--- config.mk ---
export PLATFORM = sky130hd
export DESIGN_NAME = dram_fifo_buffer
export DESIGN_NICKNAME = d
export VERILOG_FILES = /design/src/rtl/dram_buffer_pkg.sv /design/src/rtl/dram_buffer_mem.sv /design/src/rtl/dram_fifo_buffer.sv
export SDC_FILE = /design/constraint.sdc
export NUM_CORES = 1
export LEC_CHECK = 0
export CAP_MARGIN = 25
export CORE_AREA = 8 8 135 137
export DETAILED_ROUTE_END_ITERATION = 8
export DIE_AREA = 0 0 143 145
export MAX_ROUTING_LAYER = met4
export PLACE_DENSITY = 0.52
export SETUP_SLACK_MARGIN = 0.05
export SYNTH_ARGS = -nofsm -noshare
export SYNTH_HDL_FRONTEND = slang
export SYNTH_SLANG_ARGS = --single-unit
--- constraint.sdc ---
create_clock -name clk -period 3 [get_ports clk]
set_input_delay 0.6 -clock clk [delete_from_list [all_inputs] [get_ports clk]]
set_output_delay 0.6 -clock clk [all_outputs]
set_load 0.02 [all_outputs]
--- src/rtl/dram_buffer_pkg.sv ---
// Shared constants and helpers for the DRAM controller staging FIFO.
// Holds the default geometry, the read-mode encodings and the pointer-width helper.
package dram_buffer_pkg;

    localparam int DRAM_BUF_DATA_W = 8;
    localparam int DRAM_BUF_DEPTH  = 16;

    localparam int FIFO_STD  = 0;
    localparam int FIFO_FWFT = 1;

    // Pointers carry one extra wrap bit above the RAM address.
    function automatic int ptr_width(input int depth);
        return $clog2(depth) + 1;
    endfunction

endpackage

--- src/rtl/dram_buffer_mem.sv ---
// Simple dual-port storage for the staging FIFO: one write port and one
// registered read port, with no reset on the array or the read register.
module dram_buffer_mem
    import dram_buffer_pkg::*;
#(
    parameter int  DATA_W = DRAM_BUF_DATA_W,
    parameter int  DEPTH  = DRAM_BUF_DEPTH,
    localparam int ADDR_W = $clog2(DEPTH)
) (
    input  logic              clk,
    input  logic              we_i,
    input  logic [ADDR_W-1:0] waddr_i,
    input  logic [DATA_W-1:0] wdata_i,
    input  logic              re_i,
    input  logic [ADDR_W-1:0] raddr_i,
    output logic [DATA_W-1:0] rdata_o
);

    logic [DATA_W-1:0] mem_q [DEPTH];
    logic [DATA_W-1:0] rdata_q;

    // A read and a write to the same slot return the old contents.
    always_ff @(posedge clk) begin
        if (we_i) begin
            mem_q[waddr_i] <= wdata_i;
        end
        if (re_i) begin
            rdata_q <= mem_q[raddr_i];
        end
    end

    assign rdata_o = rdata_q;

endmodule

--- src/rtl/dram_fifo_buffer.sv ---
// Staging FIFO between the command front-end and the DRAM datapath, with
// occupancy count, threshold flags, sticky error flags and optional FWFT reads.
module dram_fifo_buffer
    import dram_buffer_pkg::*;
#(
    parameter int  DATA_W    = DRAM_BUF_DATA_W,
    parameter int  DEPTH     = DRAM_BUF_DEPTH,
    parameter int  AF_THRESH = DEPTH - 2,
    parameter int  AE_THRESH = 2,
    parameter int  FWFT      = FIFO_STD,
    localparam int ADDR_W    = $clog2(DEPTH),
    localparam int PTR_W     = ptr_width(DEPTH)
) (
    input  logic              clk,
    input  logic              rst_n,
    input  logic              wr_en,
    input  logic [DATA_W-1:0] datain,
    input  logic              rd_en,
    output logic [DATA_W-1:0] dataout,
    output logic              valid_out,
    output logic              empty_flag,
    output logic              full_flag,
    output logic              almost_full,
    output logic              almost_empty,
    output logic [PTR_W-1:0]  count,
    output logic              overflow,
    output logic              underflow,
    input  logic              clr_err
);

    logic [PTR_W-1:0]  wr_ptr_q, wr_ptr_d;
    logic [PTR_W-1:0]  rd_ptr_q, rd_ptr_d;
    logic [PTR_W-1:0]  count_q, count_d;
    logic [PTR_W-1:0]  ram_cnt;
    logic              empty_q, full_q, af_q, ae_q;
    logic              valid_q, valid_d;
    logic              hold_q, hold_d;
    logic              seen_q, seen_d;
    logic              ovf_q, ovf_d;
    logic              udf_q, udf_d;
    logic              rd_acc, wr_acc, ram_re, rd_adv;
    logic [DATA_W-1:0] ram_rdata;

    dram_buffer_mem #(
        .DATA_W (DATA_W),
        .DEPTH  (DEPTH)
    ) u_mem (
        .clk     (clk),
        .we_i    (wr_acc),
        .waddr_i (wr_ptr_q[ADDR_W-1:0]),
        .wdata_i (datain),
        .re_i    (ram_re),
        .raddr_i (rd_ptr_q[ADDR_W-1:0]),
        .rdata_o (ram_rdata)
    );

    // In FWFT mode the RAM read register doubles as the head-word holding
    // register; hold_q marks it occupied and it is included in count.
    always_comb begin
        rd_acc  = rd_en && !empty_q;
        wr_acc  = wr_en && (!full_q || rd_acc);
        ram_cnt = wr_ptr_q - rd_ptr_q;
        ram_re  = 1'b0;
        rd_adv  = 1'b0;
        hold_d  = hold_q;

        if (FWFT == FIFO_FWFT) begin
            if ((ram_cnt != '0) && (hold_q ? rd_acc : !rd_acc)) begin
                ram_re = 1'b1;
                rd_adv = 1'b1;
                hold_d = 1'b1;
            end else if (rd_acc) begin
                rd_adv = !hold_q;
                hold_d = 1'b0;
            end
        end else begin
            ram_re = rd_acc;
            rd_adv = rd_acc;
            hold_d = 1'b0;
        end

        wr_ptr_d = wr_ptr_q + PTR_W'(wr_acc);
        rd_ptr_d = rd_ptr_q + PTR_W'(rd_adv);
        count_d  = count_q + PTR_W'(wr_acc) - PTR_W'(rd_acc);
        valid_d  = rd_acc;
        seen_d   = seen_q | ram_re;

        ovf_d = ovf_q;
        if (wr_en && full_q && !rd_acc) begin
            ovf_d = 1'b1;
        end else if (clr_err) begin
            ovf_d = 1'b0;
        end

        udf_d = udf_q;
        if (rd_en && empty_q) begin
            udf_d = 1'b1;
        end else if (clr_err) begin
            udf_d = 1'b0;
        end
    end

    always_ff @(posedge clk or negedge rst_n) begin
        if (!rst_n) begin
            wr_ptr_q <= '0;
            rd_ptr_q <= '0;
            count_q  <= '0;
            empty_q  <= 1'b1;
            full_q   <= 1'b0;
            af_q     <= 1'b0;
            ae_q     <= 1'b1;
            valid_q  <= 1'b0;
            hold_q   <= 1'b0;
            seen_q   <= 1'b0;
            ovf_q    <= 1'b0;
            udf_q    <= 1'b0;
        end else begin
            wr_ptr_q <= wr_ptr_d;
            rd_ptr_q <= rd_ptr_d;
            count_q  <= count_d;
            empty_q  <= (count_d == '0);
            full_q   <= (count_d == PTR_W'(DEPTH));
            af_q     <= (count_d >= PTR_W'(AF_THRESH));
            ae_q     <= (count_d <= PTR_W'(AE_THRESH));
            valid_q  <= valid_d;
            hold_q   <= hold_d;
            seen_q   <= seen_d;
            ovf_q    <= ovf_d;
            udf_q    <= udf_d;
        end
    end

    // The read register is not reset, so dataout reads zero until its first load.
    assign dataout      = seen_q ? ram_rdata : '0;
    assign valid_out    = (FWFT == FIFO_FWFT) ? !empty_q : valid_q;
    assign empty_flag   = empty_q;
    assign full_flag    = full_q;
    assign almost_full  = af_q;
    assign almost_empty = ae_q;
    assign count        = count_q;
    assign overflow     = ovf_q;
    assign underflow    = udf_q;

endmodule

==> results of run 1 <==
[state kept, by name (all words and copies together) (netlist names)]
register       count
empty_flag         1
full_flag          1
wr_ptr_q           4
u_mem.rdata_o      8
count              5
overflow           1
u_mem.mem_q      128
underflow          1
seen_q             1
almost_empty       1
valid_out          1
almost_full        1
rd_ptr_q           4
[cells in the final DEF (no fill, tap or decap), types with 4 or more instances in the layout]
| cell type | n |
|---|---|
| edfxtp_1 | 136 |
| clkdlybuf4s50_1 | 32 |
| buf_4 | 26 |
| mux4_1 | 18 |
| dfrtp_1 | 18 |
| clkbuf_16 | 17 |
| a22oi_1 | 16 |
| mux4_2 | 14 |
| nor2_1 | 13 |
| nand2_1 | 12 |
| inv_1 | 9 |
| and2_1 | 9 |
| ha_1 | 9 |
| inv_6 | 6 |
| xnor2_1 | 5 |
| nor3_1 | 5 |
| nand3_1 | 4 |
[metal layers]
metal | vias up | routed length (microns) | GRT usage [%]
met2 | 52 | 5520 | 18.2
li1 | 1367 | - | -
met5 | - | 0 | -
met3 | 17 | 423 | 2.99
met4 | 0 | 199 | 5.26
met1 | 1528 | 5260 | 15.0
[report_power, final]
part / switching (mW) / internal (mW)
sequential: 0.219 / 2.81
clock: 0.866 / 1.24
combinational: 1.27 / 1.20
total: 2.35 / 5.25
[how the worst max path moves through the flow]
stage | from | to | slack [ns] | depth (start not counted)
3_3_place_gp | rd_en | almost_empty$_DFF_PN1_ | -0.16 | 12
3_5_place_dp | rd_en | almost_empty$_DFF_PN1_ | -0.23 | 12
5_1_grt | rd_en | full_flag$_DFF_PN0_ | 0.04 | 12
6_report | rd_en | full_flag$_DFF_PN0_ | 0.17 | 12
2_1_floorplan | empty_flag$_DFF_PN1_ | almost_empty$_DFF_PN1_ | 0.37 | 10
4_1_cts | rd_en | full_flag$_DFF_PN0_ | 0.21 | 12
[stage by stage]
stage          setup TNS (ns)  hold slack, ns  worst slack, ns
6_report                    0           0.373            0.166
5_1_grt                     0           0.354           0.0420
4_1_cts                     0           0.543            0.206
3_5_place_dp           -0.728           0.532           -0.227
3_3_place_gp           -0.323           0.519           -0.157
2_1_floorplan               0           0.304            0.367
[critical path, delay by kind of cell]
family | cells | cell delay (ns)
adders and majority gates | 3 | 0.88
and+or+nand+nor | 4 | 0.49
buffers and inverters | 2 | 0.57
AOI/OAI and AO/OA | 2 | 0.34
xor gates and xnor gates | 1 | 0.28
[cells by family after synthesis]
logic type	Yosys count	share of synthesized area (%)
multiplexers	32	12.7
flip-flops	157	74.6
buffers and inverters	22	2.12
adder cells (fa/ha/maj)	10	2.14
AO/OA/AOI/OAI	24	2.79
XOR/XNOR	8	1.13
AND/OR/NAND/NOR	54	4.51
[final cells by class]
type                       instances  area (sq um)  area share [%]
sequential                       157          4610            61.6
multi-input combinational        128          1450            19.3
timing repair buffer              59           531            7.08
clock buffer                      17           425            5.68
tap                              220           275            3.68
clock inverter                    15           161            2.16
inverter                           9          33.8           0.451
[cells in the mapped netlist, types with 2 or more instances]
cell type and instances:
mux4_2 14, nor2_1 13, a21oi_1 2, nand3b_1 2
nand2_1 12, a21o_1 2, dfstp_2 2, clkdlybuf4s25_2 3
nand2b_1 3, o21ai_0 2, and2_1 9, inv_1 9
buf_2 3, edfxtp_1 136, a22oi_1 16, clkbuf_1 3
nand3_1 4, dfrtp_1 19, mux4_1 18, xor2_1 3
ha_1 9, xnor2_1 5, nor3_1 5, buf_6 3
==> summary.md, run 1 <==
| Metric | Value |
|---|---|
| Htree depth | 4 |
| Non-filler cells, final | 605 |
| Fin crit share | 94.5% |
| Count of cell types in the netlist | 34 |
| Clock sink count | approximately 160 |
| Final GP Congestion | 0.737 |
| Async S/R FF share, synth | 13.4% |
| Hold-fix buffers, CTS | 0 |
| RSZ-0062 raised after global routing | true |
| R2r setup slk | 0.36 ns |
| Worst path cell trace | clkdlybuf4s50_1 -> nand2b_4 -> nand2_1 -> nand2_1 -> ha_1 -> inv_1 -> ha_1 -> fa_1 -> a21o_1 -> a21oi_1 -> xnor2_1 -> nor3b_1 |
| Yosys warns | 0 |
| Max Fclk | 0.353 GHz |
| Largest cells by area after synthesis | edfxtp_1, dfrtp_1, mux4_1 |
| Critical R2R Launch | empty_flag$_DFF_PN1_ |
| Vias in the first global route | 3,142 |
| Clk buf depth | 2 |
| Area Growth Syn to Fin | 21.1% |
| Post-DP HPWL | around 7700 microns |
| FF-to-FF End | full_flag$_DFF_PN0_ |
| ANT nets after route | 0 |
| Iter 0 DRT Violations | 180 |
| Total Power | 7.60 mW |
| Core Region | 16,200 sq um |
| Setup Buffers After CTS | 0 |
| Status | finished, final reports clean |
| Initial Util | between 30% and 40% |
| P_leak | around 2.6 nW |
| Yosys reg bits | 157 |
| Total CTS buffers | 17 |
| Syn nets | 330 |
| Post-synth EDFFs | between 100 and 150 |
| Reg2reg path depth | 10 |
| Max incr delay on CP | 0.53 ns |
| Final hold violation count | 0 |
| DR vias/cell | between 4 and 5 |
| Syn_area_per_cell | between 20 and 25 sq um |
| Die width | 143 microns |
| DRC viols | 0 |
| Max Cap Viol | 0 |
| N_diodes | 0 |
| VDD IR-drop max | 420 uV |
| Aggregate global-route resource usage | between 10% and 20% |
| Yosys top cell by area | edfxtp_1 |
| Die area | 20,700 sq um |
| Cells after DPL | ~570 |
| Cell Area, Placed | 6880 sq um |
| Final Cell Area | 7490 sq um |
| Final setup skew | 0.00509 ns |
| Max-slew headroom | between 50% and 60% |
| Final Setup Violations | 0 |
| Hold WC Path Type | in2async |
| Initial antenna violation count | 0 |
| DRT Pass-1 Iters | 4 |
| Worst-Skew Late Latency | 0.41 ns |
| Synth Cell Area | between 6000 and 7000 sq um |
| Main synth FF type | edfxtp_1 |
| Routed WL | 11,400 microns |
| Site row count | 47 |
| Seq/Total Area, Yosys | 74.6% |
| # port buffers | 32 |
| Clock tree from TritonCTS | built |
| Critical path arrival | approximately 3.2 ns |
| Total vias in the final route | 2,964 |
| Io pins | 33 |
| Share of layout cells above drive strength 1 | 20.5% |
| Per-cell routed wire length | approximately 19 microns |
| CTS clock-pin slew for the worst setup and hold paths | 0.06 ns |
| Slew @ Worst Pin | 0.670 ns |
| Cells after Synth | 307 |
| Setup crit end kind | register |
| Max stage delay cell, worst path | clkdlybuf4s50_1 |
| Max Fanout on Critical Path | 5 |
| Total congestion overflow | 0 |
| PD cells | ~1000 nW/um^2 |
| Post-synth top area share | ~66% |
| Tmin final | around 2.8 ns |
| Finished Core Util | 46.3% |
| Critical Path RT | 3.32 ns |
| CTS Root Cell | clkbuf_16 |
| Slew Limit Fails | 0 |
| Fillers | 1,387 |
| Worst setup SP type | input pin |
| WS Path Type | in2reg |
| Die Y-Extent | 145 microns |
| First-pass GRT wire length | about 18,000 microns |
| Gates resized, CTS repair | 0 |
| Largest net degree at the start of global routing | 35 |
| Nets | 395 |
Note: power is estimated with default switching activity, not from simulation.
==> run 2: changes to the inputs <==
- CAP_MARGIN: 25 -> unset
- CORE_AREA: 8 8 135 137 -> 8 8 127 129
- DIE_AREA: 0 0 143 145 -> 0 0 135 137
- PLACE_DENSITY: 0.52 -> 0.58
==> run 2 against run 1 <==
Net effect:
- final cell count is 6.6% lower
- combinational power is 4% lower
- largest power group unchanged
- largest cell class unchanged
- sequential power hardly changed
- register-to-register slack better by 0.05 ns
- core utilization is 5.7 points higher
- hold slack better by 0.15 ns
- critical endpoint unchanged
- via count is 1.2% higher
- sequential cell count stayed put
- sequential share of layout area is 0.81 points higher
- count of clock-buffer cells in the layout is 3 higher
- clock power is 3% lower
==> summary.md, run 2 (synthesized netlist as in run 1, its figures left out) <==
| Metric | Value |
|---|---|
| CTS Root Cell | clkbuf_16 |
| Max reg flops | 128 (unchanged) |
| DRT Pass-1 Iters | 4 (unchanged) |
| Per-cell routed wire length | 20.8 microns (+10%) |
| Routed WL | 11,800 microns (+3.1%) |
| Reg area | 4610 sq um (unchanged) |
| First-pass GRT wire length | 17,900 microns (-0.50%) |
| Fillers | 1,145 (-17%) |
| Hold slack final | 0.528 ns (+0.155 ns) |
| VDD IR-drop max | 389 uV (-7.3%) |
| Share of layout cells above drive strength 1 | 18.6% (-1.9 points) |
| Die area | 18,500 sq um (-11%) |
| DR vias/cell | 5.31 (+8.3%) |
| Non-filler cells, final | 565 (-6.6%) |
| Io pins | 33 (unchanged) |
| Gates resized, CTS repair | 0 (unchanged) |
| Slew @ Worst Pin | 0.695 ns (+0.0250 ns) |
| Cell Area, Placed | 6830 sq um (-0.80%) |
| Total CTS buffers | 17 (unchanged) |
| Site row count | 44 (-6.4%) |
| Critical R2R Launch | empty_flag$_DFF_PN1_ |
| ANT nets after route | 0 (unchanged) |
| Hold WC Path Type | in2async |
| PD cells | 1010 nW/um^2 (-0.61%) |
| Commonest cells after routing, fill and taps aside | edfxtp_1, clkdlybuf4s50_1, buf_4, mux4_1, dfrtp_1 |
| Area Growth Syn to Fin | 19.5% |
| Aggregate global-route resource usage | 14.2% (+2.2 points) |
| Iter 0 DRT Violations | 230 (+28%) |
| Status | finished, final reports clean |
| Max-slew headroom | 53.5% (-1.7 points) |
| N_diodes | 0 (unchanged) |
| Total vias in the final route | 2,999 (+1.2%) |
| Die width | 135 microns (-5.6%) |
| Tmin final | 2.77 ns (-0.0631 ns) |
| CTS clock-pin slew for the worst setup and hold paths | 0.06 ns (about the same) |
| Largest net degree at the start of global routing | 35 (unchanged) |
| Vias in the first global route | 3,066 (-2.4%) |
| Final hold violation count | 0 (unchanged) |
| Worst-Skew Late Latency | 0.42 ns (about the same) |
| Max Fclk | 0.361 GHz (+2.3%) |
| Cells after DPL | 533 (-6.8%) |
| Total Power | 7.46 mW (-1.9%) |
| Final Cell Area | 7390 sq um (-1.3%) |
| P_leak | 2.58 nW (-1.6%) |
| Crit. Startpoint | rd_en |
| Slew Limit Fails | 0 (unchanged) |
| Die Y-Extent | 137 microns (-5.5%) |
| Max Cap Viol | 0 (unchanged) |
| DRC viols | 0 (unchanged) |
| Clock sink count | 157 (unchanged) |
| Setup crit end kind | register |
| Critical path arrival | 3.10 ns (-0.05 ns) |
| Initial Util | 43.6% (+5.3 points) |
| Commonest non-fill, non-tap cell in the layout | edfxtp_1 |
| Core Region | 14,200 sq um (-12%) |
| Worst setup SP type | input pin |
| Setup Buffers After CTS | 0 (unchanged) |
| Critical Path RT | 3.33 ns (about the same) |
| Final Setup Violations | 0 (unchanged) |
| RSZ-0062 raised after global routing | true |
| Initial antenna violation count | 0 (unchanged) |
| Clock tree from TritonCTS | built |
| Fin crit share | 92.4% (-2.1 points) |
| Hold-fix buffers, CTS | 0 (unchanged) |
| Nets | 391 (-1.0%) |
| Most flops, register | u_mem.mem_q |
| Final GP Congestion | 0.705 (-4.3%) |
| Clk buf depth | 2 (unchanged) |
| Multi-input gate area | 1450 sq um (unchanged) |
| # port buffers | 32 (unchanged) |
| WS Path Type | in2reg |
| Final setup skew | 0.00884 ns (+0.00375 ns) |
| Total congestion overflow | 0 (unchanged) |
| Post-DP HPWL | 7460 microns (-3.1%) |
| Htree depth | 4 (unchanged) |
| Max Fanout on Critical Path | 5 (unchanged) |
run 2: cell type report:
class,instances,share of cell area [%]
Sequential cell,157,62.4
Clock buffer,20,5.91
Inverter,9,0.457
Timing Repair Buffer,55,6.84
Clock inverter,12,1.66
Multi-Input combinational cell,128,19.6
Tap cell,184,3.11
run 2: metal layers:
| metal | part of all wire, % | track usage [%] |
|---|---|---|
| met1 | 44 | 17.0 |
| met2 | 48 | 21.7 |
| met3 | 6.0 | 4.44 |
| met4 | 2.1 | 6.54 |
| met5 | 0 | - |
run 2: stage by stage:
stage	utilization (%)	TNS (ns)	setup slack, ns
6_report	52.0	0	0.229
2_1_floorplan	-	0	0.367
5_1_grt	52.0	0	0.0283
4_1_cts	52.0	0	0.193
3_5_place_dp	48.1	-0.617	-0.234
3_3_place_gp	48.1	-0.293	-0.154
run 2: power by group:
group	total, mW	switching [mW]	internal, mW
Sequential	3.04	0.223	2.81
Combinational	2.38	1.24	1.14
Clock	2.04	0.825	1.21
run 2: path summary, 6_finish.rpt:
| check | endpoint | slack, ns | cells after the start |
|---|---|---|---|
| worst max-delay path | full_flag$_DFF_PN0_ | 0.23 | 12 |
| worst min-delay path | count[0]$_DFF_PN0_ | 0.53 | 2 |
| worst max register to register | full_flag$_DFF_PN0_ | 0.41 | 10 |
| worst min register to register | underflow$_DFFE_PN0P_ | 0.53 | 2 |
| max in group asynchronous | empty_flag$_DFF_PN1_ | 2.19 | 2 |
| min in group clk | underflow$_DFFE_PN0P_ | 0.53 | 2 |
run 2: critical path, stage by stage:
cell	delay [ns]
clkdlybuf4s50_1	0.52
nand2b_4	0.07
nand2_1	0.06
nand2_1	0.07
ha_1	0.28
inv_1	0.04
ha_1	0.20
fa_1	0.40
a21o_1	0.17
a21oi_1	0.19
xnor2_1	0.27
nor3b_1	0.23
==> run 3: changes to the inputs <==
- ABC_AREA: unset -> 1
- CORE_AREA: 8 8 127 129 -> 8 8 133 135
- DIE_AREA: 0 0 135 137 -> 0 0 141 143
- PLACE_DENSITY: 0.58 -> 0.57
==> run 3 against run 2 <==
Net effect:
- sequential power is 2% lower
- clock skew is 0.0014 ns lower
- largest power group unchanged
- fmax is 13% higher
- register-to-register slack better by 0.27 ns
- hold slack worse by 0.0098 ns
- combinational power is 18% higher
- critical path type unchanged
- final cell count is 64% higher
- count of clock-buffer cells in the layout is 8 higher
==> summary.md, run 3 <==
| Metric | Value |
|---|---|
| Status | finished, final reports clean |
| Hold Path Stages | 2 |
| Total vias in the final route | 4,393 (+46%) |
| Gates resized, CTS repair | 0 (unchanged) |
| Per-cell routed wire length | 16.0 microns (-23%) |
| CTS Root Cell | clkbuf_16 |
| Setup TNS | 0 ns (unchanged) |
| Max Fclk | 0.406 GHz (+13%) |
| Commonest non-fill, non-tap cell in the layout | nand2_1 |
| Final setup skew | 0.00748 ns (-0.00136 ns) |
| Critical path arrival | 2.79 ns (-0.31 ns) |
| Synth top cells by count | nand2_1, edfxtp_1, inv_1 |
| Worst setup SP type | input pin |
| Post-synth top area share | 59.8% (-6.2 points) |
| Setup Buffers After CTS | 0 (unchanged) |
| Clk buf depth | 2 (unchanged) |
| Aggregate global-route resource usage | 16.1% (+1.9 points) |
| Max stage delay cell, worst path | clkdlybuf4s50_1 |
| DRT Pass-1 Iters | 5 (+1) |
| ANT nets after route | 0 (unchanged) |
| Max reg flops | 128 (unchanged) |
| VDD IR-drop max | 662 uV (+70%) |
| CP top delay family | adder cells |
| Total Power | 7.87 mW (+5.5%) |
| Share of layout cells above drive strength 1 | 7.59% (-11 points) |
| Syn nets | 673 (+100%) |
| Syn_area_per_cell | 10.5 sq um (-48%) |
| P_leak | 3.49 nW (+35%) |
| Count of cell types in the netlist | 23 (-32%) |
| Core Region | 15,600 sq um (+9.8%) |
| Total congestion overflow | 0 (unchanged) |
| Final GP Congestion | 0.888 (+26%) |
| Min-delay src | overflow$_DFFE_PN0P_ |
| Max-slew headroom | 48.0% (-5.5 points) |
| Largest cells by area after synthesis | edfxtp_1, nand2_1, nand3_1 |
| DRC viols | 0 (unchanged) |
| Hold WC Path Type | reg2reg |
| Async S/R FF share, synth | 13.4% (unchanged) |
| Worst-Skew Late Latency | 0.42 ns (about the same) |
| Final hold violation count | 0 (unchanged) |
| Die Y-Extent | 143 microns (+4.4%) |
| Die area | 20,200 sq um (+9.0%) |
| # port buffers | 32 (unchanged) |
| Bufs and invs on worst path | 2 (unchanged) |
| Fillers | 1,407 (+23%) |
| Reg2reg path depth | 10 (unchanged) |
| Most flops, register | u_mem.mem_q |
| Site row count | 46 (+4.5%) |
| Yosys warns | 0 (unchanged) |
| FF-to-FF End | almost_full$_DFF_PN0_ |
| Hold Path Sink | overflow$_DFFE_PN0P_ |
| Initial Util | 43.8% (+0.22 points) |
| Critical R2R Launch | empty_flag$_DFF_PN1_ |
| Routed WL | 14,800 microns (+26%) |
| Clock sink count | 157 (unchanged) |
| PD cells | 984 nW/um^2 (-2.5%) |
| Commonest cells after routing, fill and taps aside | nand2_1, edfxtp_1, inv_1, nand3_1, clkdlybuf4s50_1 |
| Iter 0 DRT Violations | 270 (+17%) |
| Main synth FF type | edfxtp_1 |
| Slew @ Worst Pin | 0.778 ns (+0.0829 ns) |
| Area Growth Syn to Fin | 17.1% |
| Initial antenna violation count | 0 (unchanged) |
| Most frequent cell after synthesis | nand2_1 |
| CTS clock-pin slew for the worst setup and hold paths | 0.06 ns (about the same) |
| Tmin final | 2.46 ns (-0.310 ns) |
| Fin crit share | 82.0% (-10 points) |
| Synth Cell Area | 6830 sq um (+10%) |
| Nets | 721 (+84%) |
| DR vias/cell | 4.74 (-11%) |
| Seq/Total Area, Yosys | 67.5% (-7.0 points) |
| Htree depth | 4 (unchanged) |
| Io pins | 33 (unchanged) |
| WS Path Type | in2reg |
| RSZ-0062 raised after global routing | false |
| Max Fanout on Critical Path | 4 (-1) |
| Yosys top cell by area | edfxtp_1 |
| Die width | 141 microns (+4.4%) |
| Finished Core Util | 51.2% (-0.79 points) |
| Clock tree from TritonCTS | built |
| Final Setup Violations | 0 (unchanged) |
| Total CTS buffers | 17 (unchanged) |
| Post-DP HPWL | 9420 microns (+26%) |
| Max Cap Viol | 0 (unchanged) |
| Hold-fix buffers, CTS | 0 (unchanged) |
| Cells after Synth | 650 (+110%) |
| Max incr delay on CP | 0.48 ns (-0.04 ns) |
| Worst path cell trace | clkdlybuf4s50_1 -> nand2_1 -> nand2_1 -> nand2_1 -> ha_1 -> inv_1 -> ha_1 -> fa_1 -> xor2_1 -> nand2_1 -> o21ai_0 |
| Critical Path RT | 3.33 ns (about the same) |
| Post-synth EDFFs | 136 (unchanged) |
| Critical Path Most Common Cell | nand2_1 |
| Largest net degree at the start of global routing | 65 (+86%) |
| First-pass GRT wire length | 23,500 microns (+32%) |
| Yosys reg bits | 157 (unchanged) |
| N_diodes | 0 (unchanged) |
| Setup crit end kind | register |
| R2r setup slk | 0.68 ns (+0.27 ns) |
| Vias in the first global route | 4,318 (+41%) |
| Slew Limit Fails | 0 (unchanged) |
-- run 3: changes by cell type after synthesis, moves of 6 or more --
cell     before  now
and2_1        9    0
inv_1         9  121
nor2_1       13   19
nand2_1      12  193
nand3_1       4  106
buf_2         3   14
mux4_2       14    0
mux4_1       18    0
a22oi_1      16    0
-- run 3: how the worst max path moves through the flow --
stage | from | to | slack, ns | cells past startpoint
floorplan | empty_flag$_DFF_PN1_ | empty_flag$_DFF_PN1_ | 0.67 | 11
global placement | rd_en | empty_flag$_DFF_PN1_ | 0.19 | 12
detailed placement | rd_en | almost_full$_DFF_PN0_ | 0.09 | 11
CTS | rd_en | almost_full$_DFF_PN0_ | 0.54 | 11
global route | rd_en | almost_full$_DFF_PN0_ | 0.38 | 11
finish | rd_en | almost_full$_DFF_PN0_ | 0.54 | 11
-- run 3: cell type report --
class                   count  area [sq um]  area share [%]
repair buffers             54           498            6.23
clock buffers              28           551            6.89
inverters                 124           465            5.82
well taps                 216           270            3.38
multi-input cells         344          1570            19.7
flip-flops and latches    157          4610            57.7
clock inverters             4          23.8           0.297
-- run 3: layer usage --
| layer | vias up | wire [microns] | GRT usage [%] |
|---|---|---|---|
| met3 | 16 | 732 | 4.44 |
| li1 | 2175 | - | - |
| met4 | 0 | 229 | 4.69 |
| met2 | 100 | 7280 | 25.8 |
| met1 | 2102 | 6580 | 19.7 |
| met5 | - | 0 | - |
-- run 3: where the power goes --
part           switching (mW)  internal, mW
Combinational            1.86         0.965
Sequential              0.190          2.80
Clock                   0.802          1.25
Total                    2.85          5.02
-- run 3: per-stage QoR --
stage | setup WS, ns | hold slack (ns) | area, sq um | instances
2_1_floorplan | 0.665 | 0.304 | 6830 | 650
3_3_place_gp | 0.195 | 0.510 | 7420 | 895
3_5_place_dp | 0.0931 | 0.517 | 7420 | 895
4_1_cts | 0.540 | 0.521 | 7990 | 927
5_1_grt | 0.382 | 0.551 | 7990 | 927
6_report | 0.539 | 0.518 | 7990 | 927
-- run 3: logic make-up after synthesis --
logic type / after synthesis / synth area share, %
fa+ha+maj: 10 / 1.94
xor+xnor: 7 / 0.898
simple gates: 321 / 19.7
flops: 157 / 67.5
compound gates: 6 / 0.476
buf+inv: 149 / 9.44
-- run 3: tightest hold or removal path: stages, from the launching register on --
cell and delay, ns:
dfrtp_1 0.37, inv_1 0.05, o21ai_0 0.06
